$ cat config.mk
export PLATFORM = sky130hd
export DESIGN_NAME = ch_aggregate
export DESIGN_NICKNAME = d
export VERILOG_FILES = /design/src/rtl/ch_aggregate.sv
export SDC_FILE = /design/constraint.sdc
export NUM_CORES = 1
export LEC_CHECK = 0
export CAP_MARGIN = 40
export CORE_ASPECT_RATIO = 1.75
export CORE_MARGIN = 10
export CORE_UTILIZATION = 50
export DETAILED_ROUTE_END_ITERATION = 16
export PLACE_DENSITY = 0.8
export SETUP_SLACK_MARGIN = 0.2
export SYNTH_ARGS = -nofsm -noshare
export SYNTH_HDL_FRONTEND = slang
export SYNTH_SLANG_ARGS = --single-unit
$ cat constraint.sdc
create_clock -name clk -period 10 [get_ports clk]
set_clock_uncertainty 0.05 [all_clocks]
set_input_delay 3 -clock clk [delete_from_list [all_inputs] [get_ports clk]]
set_output_delay 3 -clock clk [all_outputs]
set_load 0.05 [all_outputs]
$ cat src/rtl/ch_aggregate.sv
// rtl/ch_aggregate.sv - cluster-head aggregation: reads buffered readings, writes sum/max/min/count
module ch_aggregate #(
    parameter int unsigned                WORD_WIDTH  = 16,
    parameter int unsigned                ADDR_WIDTH  = 11,
    parameter logic [ADDR_WIDTH-1:0]      COUNT_ADDR  = 11'h0FF,
    parameter logic [ADDR_WIDTH-1:0]      BUF_BASE    = 11'h100,
    parameter logic [ADDR_WIDTH-1:0]      RESULT_ADDR = 11'h0F0,
    parameter int unsigned                MAX_PKTS    = 32
) (
    input  logic                  clk,
    input  logic                  nrst,
    input  logic                  start,
    input  logic                  for_aggregation,
    input  logic [WORD_WIDTH-1:0] data_in,
    output logic [ADDR_WIDTH-1:0] address,
    output logic [WORD_WIDTH-1:0] data_out,
    output logic                  wr_en,
    output logic                  busy,
    output logic                  done,
    output logic                  agg_valid
);
    localparam int unsigned CW = $clog2(MAX_PKTS + 1);
    localparam int unsigned SW = WORD_WIDTH + 6;

    typedef enum logic [2:0] {IDLE, WAIT_CNT, LATCH_CNT, READ, WRITE, DONE} state_t;

    state_t                state_q, state_d;
    logic [ADDR_WIDTH-1:0] address_q, address_d;
    logic [WORD_WIDTH-1:0] data_out_q, data_out_d;
    logic                  wr_en_q, wr_en_d;
    logic                  done_q, done_d;
    logic                  agg_valid_q, agg_valid_d;
    logic [SW-1:0]         sum_q, sum_d;
    logic [WORD_WIDTH-1:0] max_q, max_d;
    logic [WORD_WIDTH-1:0] min_q, min_d;
    logic [CW-1:0]         n_q, n_d;
    logic [CW-1:0]         issued_q, issued_d;
    logic [CW-1:0]         folded_q, folded_d;
    logic                  pipe0_q, pipe0_d;
    logic                  pipe1_q, pipe1_d;
    logic [2:0]            wr_idx_q, wr_idx_d;
    logic                  wrote_q, wrote_d;

    logic [CW-1:0]         n_clamp;
    logic [SW-1:0]         sum_fold;
    logic [WORD_WIDTH-1:0] max_fold;
    logic [WORD_WIDTH-1:0] min_fold;
    logic [WORD_WIDTH-1:0] sum_sat;

    assign n_clamp  = (data_in > WORD_WIDTH'(MAX_PKTS)) ? CW'(MAX_PKTS) : data_in[CW-1:0];
    assign sum_fold = sum_q + SW'(data_in);
    assign max_fold = (data_in > max_q) ? data_in : max_q;
    assign min_fold = (data_in < min_q) ? data_in : min_q;
    assign sum_sat  = (|sum_fold[SW-1:WORD_WIDTH]) ? {WORD_WIDTH{1'b1}} : sum_fold[WORD_WIDTH-1:0];

    always_comb begin
        state_d     = state_q;
        address_d   = address_q;
        data_out_d  = data_out_q;
        wr_en_d     = wr_en_q;
        done_d      = done_q;
        agg_valid_d = agg_valid_q;
        sum_d       = sum_q;
        max_d       = max_q;
        min_d       = min_q;
        n_d         = n_q;
        issued_d    = issued_q;
        folded_d    = folded_q;
        pipe0_d     = pipe0_q;
        pipe1_d     = pipe1_q;
        wr_idx_d    = wr_idx_q;
        wrote_d     = wrote_q;
        case (state_q)
            IDLE: begin
                if (start) begin
                    if (for_aggregation) begin
                        address_d = COUNT_ADDR;
                        state_d   = WAIT_CNT;
                    end else begin
                        state_d = DONE;
                    end
                end
            end
            WAIT_CNT: state_d = LATCH_CNT;
            LATCH_CNT: begin
                n_d = n_clamp;
                if (n_clamp == '0) begin
                    state_d = DONE;
                end else begin
                    sum_d     = '0;
                    max_d     = '0;
                    min_d     = '1;
                    address_d = BUF_BASE;
                    issued_d  = CW'(1);
                    folded_d  = '0;
                    pipe0_d   = 1'b1;
                    pipe1_d   = 1'b0;
                    state_d   = READ;
                end
            end
            READ: begin
                // pipe0/pipe1 track which issued addresses have data arriving two edges later
                pipe1_d = pipe0_q;
                if (issued_q < n_q) begin
                    address_d = address_q + ADDR_WIDTH'(1);
                    issued_d  = issued_q + CW'(1);
                    pipe0_d   = 1'b1;
                end else begin
                    pipe0_d = 1'b0;
                end
                if (pipe1_q) begin
                    sum_d    = sum_fold;
                    max_d    = max_fold;
                    min_d    = min_fold;
                    folded_d = folded_q + CW'(1);
                    if (folded_q + CW'(1) == n_q) begin
                        address_d  = RESULT_ADDR;
                        data_out_d = sum_sat;
                        wr_en_d    = 1'b1;
                        wr_idx_d   = '0;
                        state_d    = WRITE;
                    end
                end
            end
            WRITE: begin
                wr_idx_d = wr_idx_q + 3'd1;
                case (wr_idx_q)
                    3'd0: begin
                        address_d  = RESULT_ADDR + ADDR_WIDTH'(1);
                        data_out_d = max_q;
                    end
                    3'd1: begin
                        address_d  = RESULT_ADDR + ADDR_WIDTH'(2);
                        data_out_d = min_q;
                    end
                    3'd2: begin
                        address_d  = RESULT_ADDR + ADDR_WIDTH'(3);
                        data_out_d = WORD_WIDTH'(n_q);
                    end
                    3'd3: begin
                        address_d  = COUNT_ADDR;
                        data_out_d = '0;
                    end
                    default: begin
                        wr_en_d = 1'b0;
                        wrote_d = 1'b1;
                        state_d = DONE;
                    end
                endcase
            end
            DONE: begin
                if (!done_q) begin
                    done_d      = 1'b1;
                    agg_valid_d = wrote_q;
                end else begin
                    done_d      = 1'b0;
                    agg_valid_d = 1'b0;
                    wrote_d     = 1'b0;
                    state_d     = IDLE;
                end
            end
            default: state_d = IDLE;
        endcase
    end

    always_ff @(posedge clk) begin
        if (!nrst) begin
            state_q     <= IDLE;
            address_q   <= '0;
            data_out_q  <= '0;
            wr_en_q     <= 1'b0;
            done_q      <= 1'b0;
            agg_valid_q <= 1'b0;
            sum_q       <= '0;
            max_q       <= '0;
            min_q       <= '0;
            n_q         <= '0;
            issued_q    <= '0;
            folded_q    <= '0;
            pipe0_q     <= 1'b0;
            pipe1_q     <= 1'b0;
            wr_idx_q    <= '0;
            wrote_q     <= 1'b0;
        end else begin
            state_q     <= state_d;
            address_q   <= address_d;
            data_out_q  <= data_out_d;
            wr_en_q     <= wr_en_d;
            done_q      <= done_d;
            agg_valid_q <= agg_valid_d;
            sum_q       <= sum_d;
            max_q       <= max_d;
            min_q       <= min_d;
            n_q         <= n_d;
            issued_q    <= issued_d;
            folded_q    <= folded_d;
            pipe0_q     <= pipe0_d;
            pipe1_q     <= pipe1_d;
            wr_idx_q    <= wr_idx_d;
            wrote_q     <= wrote_d;
        end
    end

    assign address   = address_q;
    assign data_out  = data_out_q;
    assign wr_en     = wr_en_q;
    assign done      = done_q;
    assign agg_valid = agg_valid_q;
    assign busy      = (state_q != IDLE);
endmodule

; Word-level counts from Yosys, hierarchy flattened
; Index checks and enable logic that the tools add are counted.
; W data, S select, Z words.
[word_totals]
ff_bits = 111
latchBits = 0
ram_bits = 0
romBits = 0
input_bits = 20
word_cells = 121
n_memories = 0
[op_classes]
addsub = 5
multipliers = 0
div_mod_pow = 0
n_lt_le_gt_ge = 4
n_eq_ne = 20
shift = 0
n_mux = 55
bitwise = 0
reduce_logical = 21
[op_table]
columns = op, n
row1 = $mux W16, 9
row2 = $pmux W16 S2, 3
row3 = $pmux W11 S4, 2
row4 = $mux W11, 6
row5 = $pmux W16 S4, 1
row6 = $mux W22, 2
row7 = $pmux W22 S2, 1
row8 = $mux W6, 5
row9 = $mux W3, 9
row10 = $pmux W6 S2, 2
row11 = $add A22 B16 Y22, 1
row12 = $ne A2 B2 Y1 const B, 10
row13 = $pmux W3 S6, 1
row14 = $gt A16 B16 Y1, 1
row15 = $gt A16 B6 Y1 const B, 1
row16 = $lt A16 B16 Y1, 1
row17 = $reduce_and A4 Y1, 4
row18 = $add A6 B1 Y6 const B, 2
row19 = $eq A3 B2 Y1 const B, 4
row20 = $add A11 B1 Y11 const B, 1
row21 = $reduce_and A5 Y1, 2
row22 = $mux W1, 9
row23 = $reduce_and A3 Y1, 3
row24 = $pmux W1 S2, 4
row25 = 15 further kinds, 21

; Longest topological paths before layout
[logic_depth]
word_depth = 6
ltp_mapped = 13
depth_no_buf = 11

; Worst setup path before layout
; Ideal clock, no wire load.
[synth_path]
path_kind = input-to-reg
from = input data_in[0]
to = register data_out_q[12] (netlist: data_out[12])
setup_ps = 114
t_arrival_ps = 5253
setup_slack_ps = 4583
cell_stages = 12
path_buffers = 1
path_cell_list = ha_1 > inv_1 > fa_1 > nand2b_1 > a21oi_1 > o41a_1 > a211o_1 > nand2_1 > mux2i_1 > nand4_2 > buf_2 > a21o_1
[synth_via]
elab_chain_cells = 6
[synth_rtl]
columns = item, line_no
row1 = from (decl), 14  ; input logic [WORD_WIDTH-1:0] data_in,
row2 = $add A22 B16 Y22 (*), 51  ; assign sum_fold = sum_q + SW'(data_in);
row3 = $reduce_or A6 Y1, 54  ; assign sum_sat = (|sum_fold[SW-1:WORD_WIDTH]) ? {WORD_WIDTH{1'b1}} : sum_fold[WORD_WIDTH-1:0];
row4 = $mux W16 (*), 54
row5 = $mux W16 (*), 116  ; if (folded_q + CW'(1) == n_q) begin
row6 = $mux W16 (*), 111  ; if (pipe1_q) begin
row7 = $pmux W16 S2 (*), 73  ; case (state_q)
row8 = to (signal assigned), 187  ; data_out_q <= data_out_d;
row9 = to (decl), 29  ; logic [WORD_WIDTH-1:0] data_out_q, data_out_d;
; Mark *: on every way between the ends. The rest lies on a longest branch, timed or not. The select of a mux whose other input is x is not followed.
; A chain may end at the register's enable or synchronous reset.

; Worst setup path in the final report
[layout_path]
from = input data_in[1]
to = register data_out_q[8] (netlist: data_out[8])
; Same word-level chain as after synthesis.

==> out/metrics.yaml <==
synthSimpleGateAreaFrac: 0.1865
fin_crit_ps: 6381
layout-drive-gt1-share: 0.08234
tritoncts: "built"
muxShareOfSynthArea: 0.002902
place.gp.congestion: 0.9495
cts_inserted_buffers: 9
cts.clk_slew.worst_paths_ps: 70
r2r-end: "data_out[8]"
rsz0062_at_grt: "no"
syn_to_final_growth_pct: 12.93
grt_pass1_vias: 6322
crit_arrival_ps: 6570
synth-adder-area-share: 0.1117
dr.first_iter.drc_count: 493
instances_no_fill: 1012
nets: 914
post_cts_buffers: 0
grt_pass1_wl_mm: 31.21
worst_pin_slew_ps: 893.0
maxCapViolCount: 0
final_common_cell: "dfxtp_1"
hold_viol: 0
gr-total-overflow: 0
cts_resized: 0
syn_avg_cell_area_sq_um: 8.526
yosysWarningCount: 0
setup.worst_path.class: "in -> reg"
outcome: "finished, final reports clean"
end_kind: "register"
r2r_start: "sum_q[1]"
final_cell_mix: "111 x dfxtp_1, 60 x ha_1, 55 x nand2_1, 52 x inv_1, 52 x nor2_1"
endpoint: "data_out[8]"
cp-start-kind: "input port"
antenna_cells: 0
maxSlewViolCount: 0
leakage_nw: 3.005
clk_path_buf_depth: 2
required_ps: 10190
crit_start: "data_in[1]"
drt-pass1-iter-count: 6
reg2reg_depth: 9
ys.flop_type: "dfxtp_1"
hold_class: "reg -> reg"
synthesis.area_sq_um: 6898
cp_max_fo: 16
ir_drop_mv: 0.1878
synthArstFlopShare: 0
yosys_register_bits: 111
synth_top_family_by_area: "compound AO/OA/AOI/OAI gates"
numClockSinks: 111
synthDistinctLibCells: 74
synth-xor-area-share: 0.03755
syn-instance-count: 809
antenna_left: 0
post-route-util: 0.5791
drc_errors: 0
grt_max_degree: 91
clk_latency_ps: 350
synth_edf_count: 0
r2r_setup_slack_ps: 6580
setup_viol: 0
dr_total_vias: 6283
antenna_found_initial: 0
syn_nets: 890
tns_ps: 0
layout_worst_path_cycle_share: 0.6381
slew_headroom: 0.4034
cts-root-buf: "clkbuf_16"
die_w_microns: 108.8
rows: 56
vias_per_cell: 6.208
ctsHoldBuffers: 0
seq_area_frac_synth: 0.3221
synth_compound_area_frac: 0.2824
post_drt_wl_per_cell_microns: 18.93
die_h_microns: 175.4
initial_core_util: 0.5127
clock.fmax_mhz: 156.7
htree_levels: 3
hold_ws_ps: 428.4
core_sq_um: 13450
dp_cells: 996
routed_wl_mm: 19.16
fp.dieArea_sq_um: 19080
io_buffers: 50
power.density_nw_per_um2: 205.3
grt_usage: 0.2026
io_pins: 51
dpl.hpwl_mm: 13.99
==> registers in the layout (all words and copies together) (netlist names), 6 cells and up <==
| name | cells |
|---|---|
| issued_q | 6 |
| data_out | 16 |
| folded_q | 6 |
| min_q | 16 |
| sum_q | 22 |
| max_q | 16 |
| n_q | 6 |
| address | 11 |
==> worst max-delay path, stage by stage <==
cell	delay (ps)
clkdlybuf4s50_1	650
ha_1	300
a211oi_1	240
o21ai_0	250
o211ai_1	390
a21oi_1	150
nor2_1	340
mux2i_1	270
nand4_2	500
a221o_1	470
==> worst min-delay path by stage <==
stage,startpoint,to,cells past startpoint,slack [ps]
floorplan,pipe0_q,pipe1_q,2,390
global placement,pipe0_q,pipe1_q,2,400
detailed placement,pipe0_q,pipe1_q,2,420
CTS,pipe0_q,pipe1_q,2,430
global route,data_out[6],data_out[6],1,460
finish,pipe0_q,pipe1_q,2,430
==> layout make-up <==
class / instances / area [sq um]
fillers: 1238 / 5663
multi-input cells: 601 / 4290
flip-flops and latches: 111 / 2222
repair buffers: 58 / 555.5
clock buffers: 10 / 239.0
well taps: 174 / 217.7
inverters: 52 / 195.2
clock inverters: 6 / 70.07
==> power by group <==
| part | leakage (nW) | switching, W | internal [W] |
|---|---|---|---|
| logic | 1.96 | 0.000421 | 0.000231 |
| registers | 0.899 | 0.0000675 | 0.000506 |
| clock network | 0.141 | 0.000171 | 0.000202 |
==> per-layer routing <==
| metal | GRT usage | routed length (microns) | up-vias | share of wire |
|---|---|---|---|---|
| met5 | 0 | 0 | - | 0 |
| met2 | 0.3434 | 9348 | 227 | 0.49 |
| met1 | 0.2149 | 7271 | 2948 | 0.38 |
| met4 | 0.1429 | 1257 | 0 | 0.066 |
| li1 | - | - | 3023 | - |
| met3 | 0.04326 | 1283 | 85 | 0.067 |
==> Yosys cell counts, drive strengths merged, types with 12 or more instances <==
master / instances / share of area
dfxtp: 111 / 0.32
ha: 60 / 0.11
nand2: 57 / 0.032
nor2: 53 / 0.030
inv: 52 / 0.028
o21ai: 47 / 0.034
a21oi: 41 / 0.031
clkbuf: 34 / 0.019
nand3: 30 / 0.024
a21o: 29 / 0.032
a21boi: 21 / 0.023
nor2b: 19 / 0.018
nor3: 18 / 0.015
o221a: 17 / 0.028
a22oi: 16 / 0.017
a32o: 16 / 0.023
and2: 15 / 0.014
xnor2: 15 / 0.019
nand2b: 14 / 0.013
nand4: 12 / 0.013
xor2: 12 / 0.015
==> stage by stage <==
stage	area (sq um)	power [W]	setup WS (ps)
after global routing	7790	0.001686	3373
final	7790	0.001599	3619
after floorplan	6898	0.001026	4583
after global placement	7466	0.001212	3379
after CTS	7790	0.001599	3639
after detailed placement	7481	0.001227	3275
==> cell families after synthesis <==
family,count (synthesis)
AOI/OAI and AO/OA,263
xor gates and xnor gates,28
adders and majority gates,61
buffers and inverters,97
DFF,111
muxes,2
and+or+nand+nor,247
Note: power is estimated with default switching activity, not from simulation.
==> edit 1: new RTL, same settings <==
Set the parameter `ADDR_WIDTH` to 12 (it was 11).
--- a/src/rtl/ch_aggregate.sv
+++ b/src/rtl/ch_aggregate.sv
@@ -2,5 +2,5 @@
 module ch_aggregate #(
     parameter int unsigned                WORD_WIDTH  = 16,
-    parameter int unsigned                ADDR_WIDTH  = 11,
+    parameter int unsigned                ADDR_WIDTH  = 12,
     parameter logic [ADDR_WIDTH-1:0]      COUNT_ADDR  = 11'h0FF,
     parameter logic [ADDR_WIDTH-1:0]      BUF_BASE    = 11'h100,
Ports: changed (resized address); port bits go from 51 to 52. The function was not compared with the original's and may differ.
==> edit 1 against the original RTL <==
Final area up 2.4%. Highest routed layer unchanged. Total power decreased by 14%. Non-clock buffer count grew 3. Hold slack lost 15 ps. Critical path depth rose by 2. Core utilization hardly changed. Area after synthesis up 1.2%. Sequential cell count up 1. First-iteration DRC count decreased by 19%. Critical endpoint is now data_out[2]. Maximum frequency is 2.8% higher. Routed wire length increased by 5.6%. Setup slack improved by 170 ps.
==> edit 1: results (changes against the original RTL) <==
metric,value,unit,change
power.share.clock,0.337,,+0.103
antenna_found_initial,0,,unchanged
groute.usage.overall,0.208,,+0.00566
dpl.hpwl,14500,µm,+3.7%
power.leakage,2.99,nW,-0.49%
first_pass_iters,5,,-1
yosys-top-cells-count,"112 x dfxtp_1, 80 x nor2_1, 67 x a21oi_1, 60 x ha_1, 57 x inv_1",,
ys.flop_type,dfxtp_1,,
place_congestion,0.926,,-2.5%
drt-total-wl,20200,µm,+5.6%
regMostFlops,sum_q,,
hold_end,wr_en,,
hold_ws,413,ps,-15.1 ps
grt_pass1_wl,32100,µm,+2.8%
ys_seq_area_frac,0.321,,-0.00100
p_seq_frac,0.381,,+0.022
nFillCells,1206,,-2.6%
vias_per_cell,6.36,,+2.5%
place_inst,1038,,+4.2%
swShare,0.336,,-0.0761
hp-start,wr_en,,
yosysUniqueCellTypes,72,,-2.7%
min_path_cells,2,,unchanged
worst_slew_pin_slew,912,ps,+19.2 ps
cp.arrival,6460,ps,-110 ps
port_buffers,51,,+2.0%
synthesis.nets,928,,+4.3%
rrSetupSlack,6810,ps,+230 ps
outcome,"complete, no violations",,
grt_max_degree,54,,-41%
layout.nets,953,,+4.3%
dpl_cell_area,7590,µm²,+1.5%
p_clk,0.000465,W,+24%
drive_gt1_frac,0.0639,,-0.0185
r2r-end,data_out[2],,
synthTopCellsByArea,"dfxtp_1 32%, ha_1 11%, a21oi_1 4.8%, nor2_1 4.3%, a22oi_1 3.1%",,
critPathMaxFanout,8,,-8
r2r-start,sum_q[0],,
ir_drop,120,µV,-36%
layout.cells.non_filler,1054,,+4.2%
grt_pass1_vias,6548,,+3.6%
drt-initial-drc-count,399,,-19%
post-place-ws,3490,ps,+220 ps
hold_class,register to register,,
==> edit 1: cell families (layout without fill, tap and decap cells) <==
family | count (synthesis) | count (layout) | share of synthesized area
AND/OR/NAND/NOR | 271 | 271 | 0.194
AO/OA/AOI/OAI | 268 | 268 | 0.276
flip-flops | 112 | 112 | 0.321
buffers and inverters | 106 | 136 | 0.0604
adder cells (fa/ha/maj) | 61 | 61 | 0.110
XOR/XNOR | 25 | 25 | 0.0314
multiplexers | 4 | 4 | 0.00591
==> edit 1: worst max path at each step <==
stage / from / to / slack (ps) / cells after the start
finish: data_in[0] / data_out[2] / 3790 / 12
global route: data_in[0] / data_out[10] / 3660 / 12
CTS: data_in[0] / data_out[10] / 3830 / 12
detailed placement: data_in[0] / data_out[10] / 3490 / 12
global placement: data_in[0] / data_out[8] / 3540 / 12
floorplan: data_in[0] / data_out[1] / 4500 / 11
==> edit 1: routing by layer <==
layer  global-route usage  routed length (µm)  up-vias
met3               0.0343                1140       84
met1                0.214                7570     3186
li1                     -                   -     3174
met4                0.148                1280        0
met2                0.367               10300      264
met5                    0                   0        -
==> edit 1: worst reg2reg max path: cells and delay by family, from the launching register on <==
family	cells	cell delay, ps
AOI/OAI and AO/OA	7	1830
adders and majority gates	2	590
buffers and inverters	1	60
DFF	1	350
and+or+nand+nor	1	250
==> edit 1: area by class of cell <==
class,instances,area (µm²),area share
well taps,177,221,0.0278
multi-input cells,629,4330,0.542
inverters,59,221,0.0278
clock buffers,10,229,0.0287
repair buffers,61,581,0.0728
clock inverters,6,155,0.0195
flip-flops and latches,112,2240,0.281
==> edit 2: new RTL, config.mk and constraints unchanged <==
Without the edit above. The 6 states of `state_t` get a one-hot encoding in 6 bits.
--- a/src/rtl/ch_aggregate.sv
+++ b/src/rtl/ch_aggregate.sv
@@ -23,5 +23,5 @@
     localparam int unsigned SW = WORD_WIDTH + 6;
 
-    typedef enum logic [2:0] {IDLE, WAIT_CNT, LATCH_CNT, READ, WRITE, DONE} state_t;
+    typedef enum logic [5:0] {IDLE = 6'b000001, WAIT_CNT = 6'b000010, LATCH_CNT = 6'b000100, READ = 6'b001000, WRITE = 6'b010000, DONE = 6'b100000} state_t;
 
     state_t                state_q, state_d;
Function: no difference found for any inputs over 4 cycles, from zero or initial values and one cycle with nrst low; so few cycles prove little.
==> edit 2 against the original RTL <==
Synthesized cell count grew 4.4%. Area after synthesis increased by 1.9%. Final area increased by 5.3%. Sequential cell count up 3. Setup slack better by 270 ps. Routed wire length rose by 9.5%. Maximum frequency is 4.4% higher. Critical endpoint is now data_out[15]. Largest cell class unchanged.
Power is not compared: it rests on default switching activity, and its combinational part moved more than twofold at a synthesized area within 25%.
==> edit 2: results (changes against the original RTL) <==
metric,value,unit,change
outcome,"complete, no violations",,
grt_max_degree,59,,-35%
dpl_cell_area,7640,µm²,+2.2%
critPathMaxStageDelay,610,ps,-40 ps
grtUsageMet3,0.0427,,-0.000586
rrSetupSlack,6590,ps,about the same
clkTransAtPathRegs,50,ps,-20 ps
wl_met2,10400,µm,+12%
met1Wirelength,7740,µm,+6.4%
r2r-start,state_q[0],,
yosys-top-cells-count,"114 x dfxtp_1, 76 x nor2_1, 67 x a21oi_1, 60 x ha_1, 57 x nand2_1",,
hold_end,sum_q[12],,
hp-start,sum_q[12],,
synthTopCellsByArea,"dfxtp_1 32%, ha_1 11%, a21oi_1 4.8%, nor2_1 4.1%, nand2_1 3.0%",,
cts_resized,0,,unchanged
routed-wl-met3,1330,µm,+4.0%
grt_pass1_wl,33800,µm,+8.2%
h-tree-depth,4,,+1
grt_pass1_vias,6850,,+8.4%
cp_slowest_cell,and4_1,,
dpl.hpwl,15100,µm,+7.6%
drive_gt1_frac,0.0704,,-0.0119
ys_seq_area_frac,0.325,,+0.00270
critPathMaxFanout,13,,-3
use_met1,0.223,,+0.00786
yosysWarnings,0,,unchanged
layout.nets,963,,+5.4%
cts_buffers,17,,+8
worst-r2r-cell-count,10,,+1
cts_setup_buffers,0,,unchanged
met2_usage,0.375,,+0.0321
port_buffers,50,,unchanged
groute.usage.overall,0.218,,+0.0154
regMostFlops,sum_q,,
place_congestion,0.927,,-2.4%
clk_latency,420,ps,+70 ps
ys.flop_type,dfxtp_1,,
drt-total-wl,21000,µm,+9.5%
vias_per_cell,6.42,,+3.4%
hold_class,register to register,,
cp.arrival,6330,ps,-240 ps
fmax,164,MHz,+4.4%
r2r-end,min_q[4],,
drt-initial-drc-count,570,,+16%
yosysUniqueCellTypes,73,,-1.4%
synthesis.nets,926,,+4.0%
slew_headroom,0.462,,+0.0583
[edit 2: layout make-up]
type	instances	area, µm²
Fill cell	1242	5640
Tap cell	177	221
Clock buffer	19	443
Timing Repair Buffer	61	578
Sequential cell	114	2280
Clock inverter	13	111
Multi-Input combinational cell	637	4370
Inverter	51	191
[edit 2: logic make-up (layout without fill, tap and decap cells)]
group | count (synthesis) | count (layout) | share of synthesized area
AOI/OAI and AO/OA | 271 | 271 | 0.278
and+or+nand+nor | 276 | 276 | 0.197
buffers and inverters | 94 | 144 | 0.0529
muxes | 1 | 1 | 0.00142
adders and majority gates | 61 | 61 | 0.110
xor gates and xnor gates | 28 | 28 | 0.0369
DFF | 114 | 114 | 0.325
[edit 2: worst max path at each step]
stage,endpoint,startpoint
2_1_floorplan,data_out[10],data_in[9]
3_3_place_gp,data_out[2],data_in[0]
3_5_place_dp,data_out[15],data_in[1]
4_1_cts,data_out[15],data_in[8]
5_1_grt,data_out[15],data_in[1]
6_report,data_out[15],data_in[8]
[edit 2: power breakdown]
| part | internal [W] | switching (W) |
|---|---|---|
| clock network | 0.000346 | 0.000223 |
| registers | 0.000467 | 0.0000155 |
| logic | 0.0000624 | 0.000107 |
| total | 0.000876 | 0.000345 |
[edit 2: through the flow]
stage	setup slack [ps]	utilization	hold WS [ps]	cells
5_1_grt	3660	0.593	429	1072
4_1_cts	3900	0.593	415	1072
6_report	3890	0.593	414	1072
3_5_place_dp	3470	0.553	407	1040
2_1_floorplan	4640	-	386	845
3_3_place_gp	3560	0.552	394	1039
[edit 2: critical path: cells and delay by family]
family,cells,cell delay (ps)
and+or+nand+nor,2,700
muxes,1,340
adders and majority gates,1,450
buffers and inverters,1,580
AOI/OAI and AO/OA,5,1250
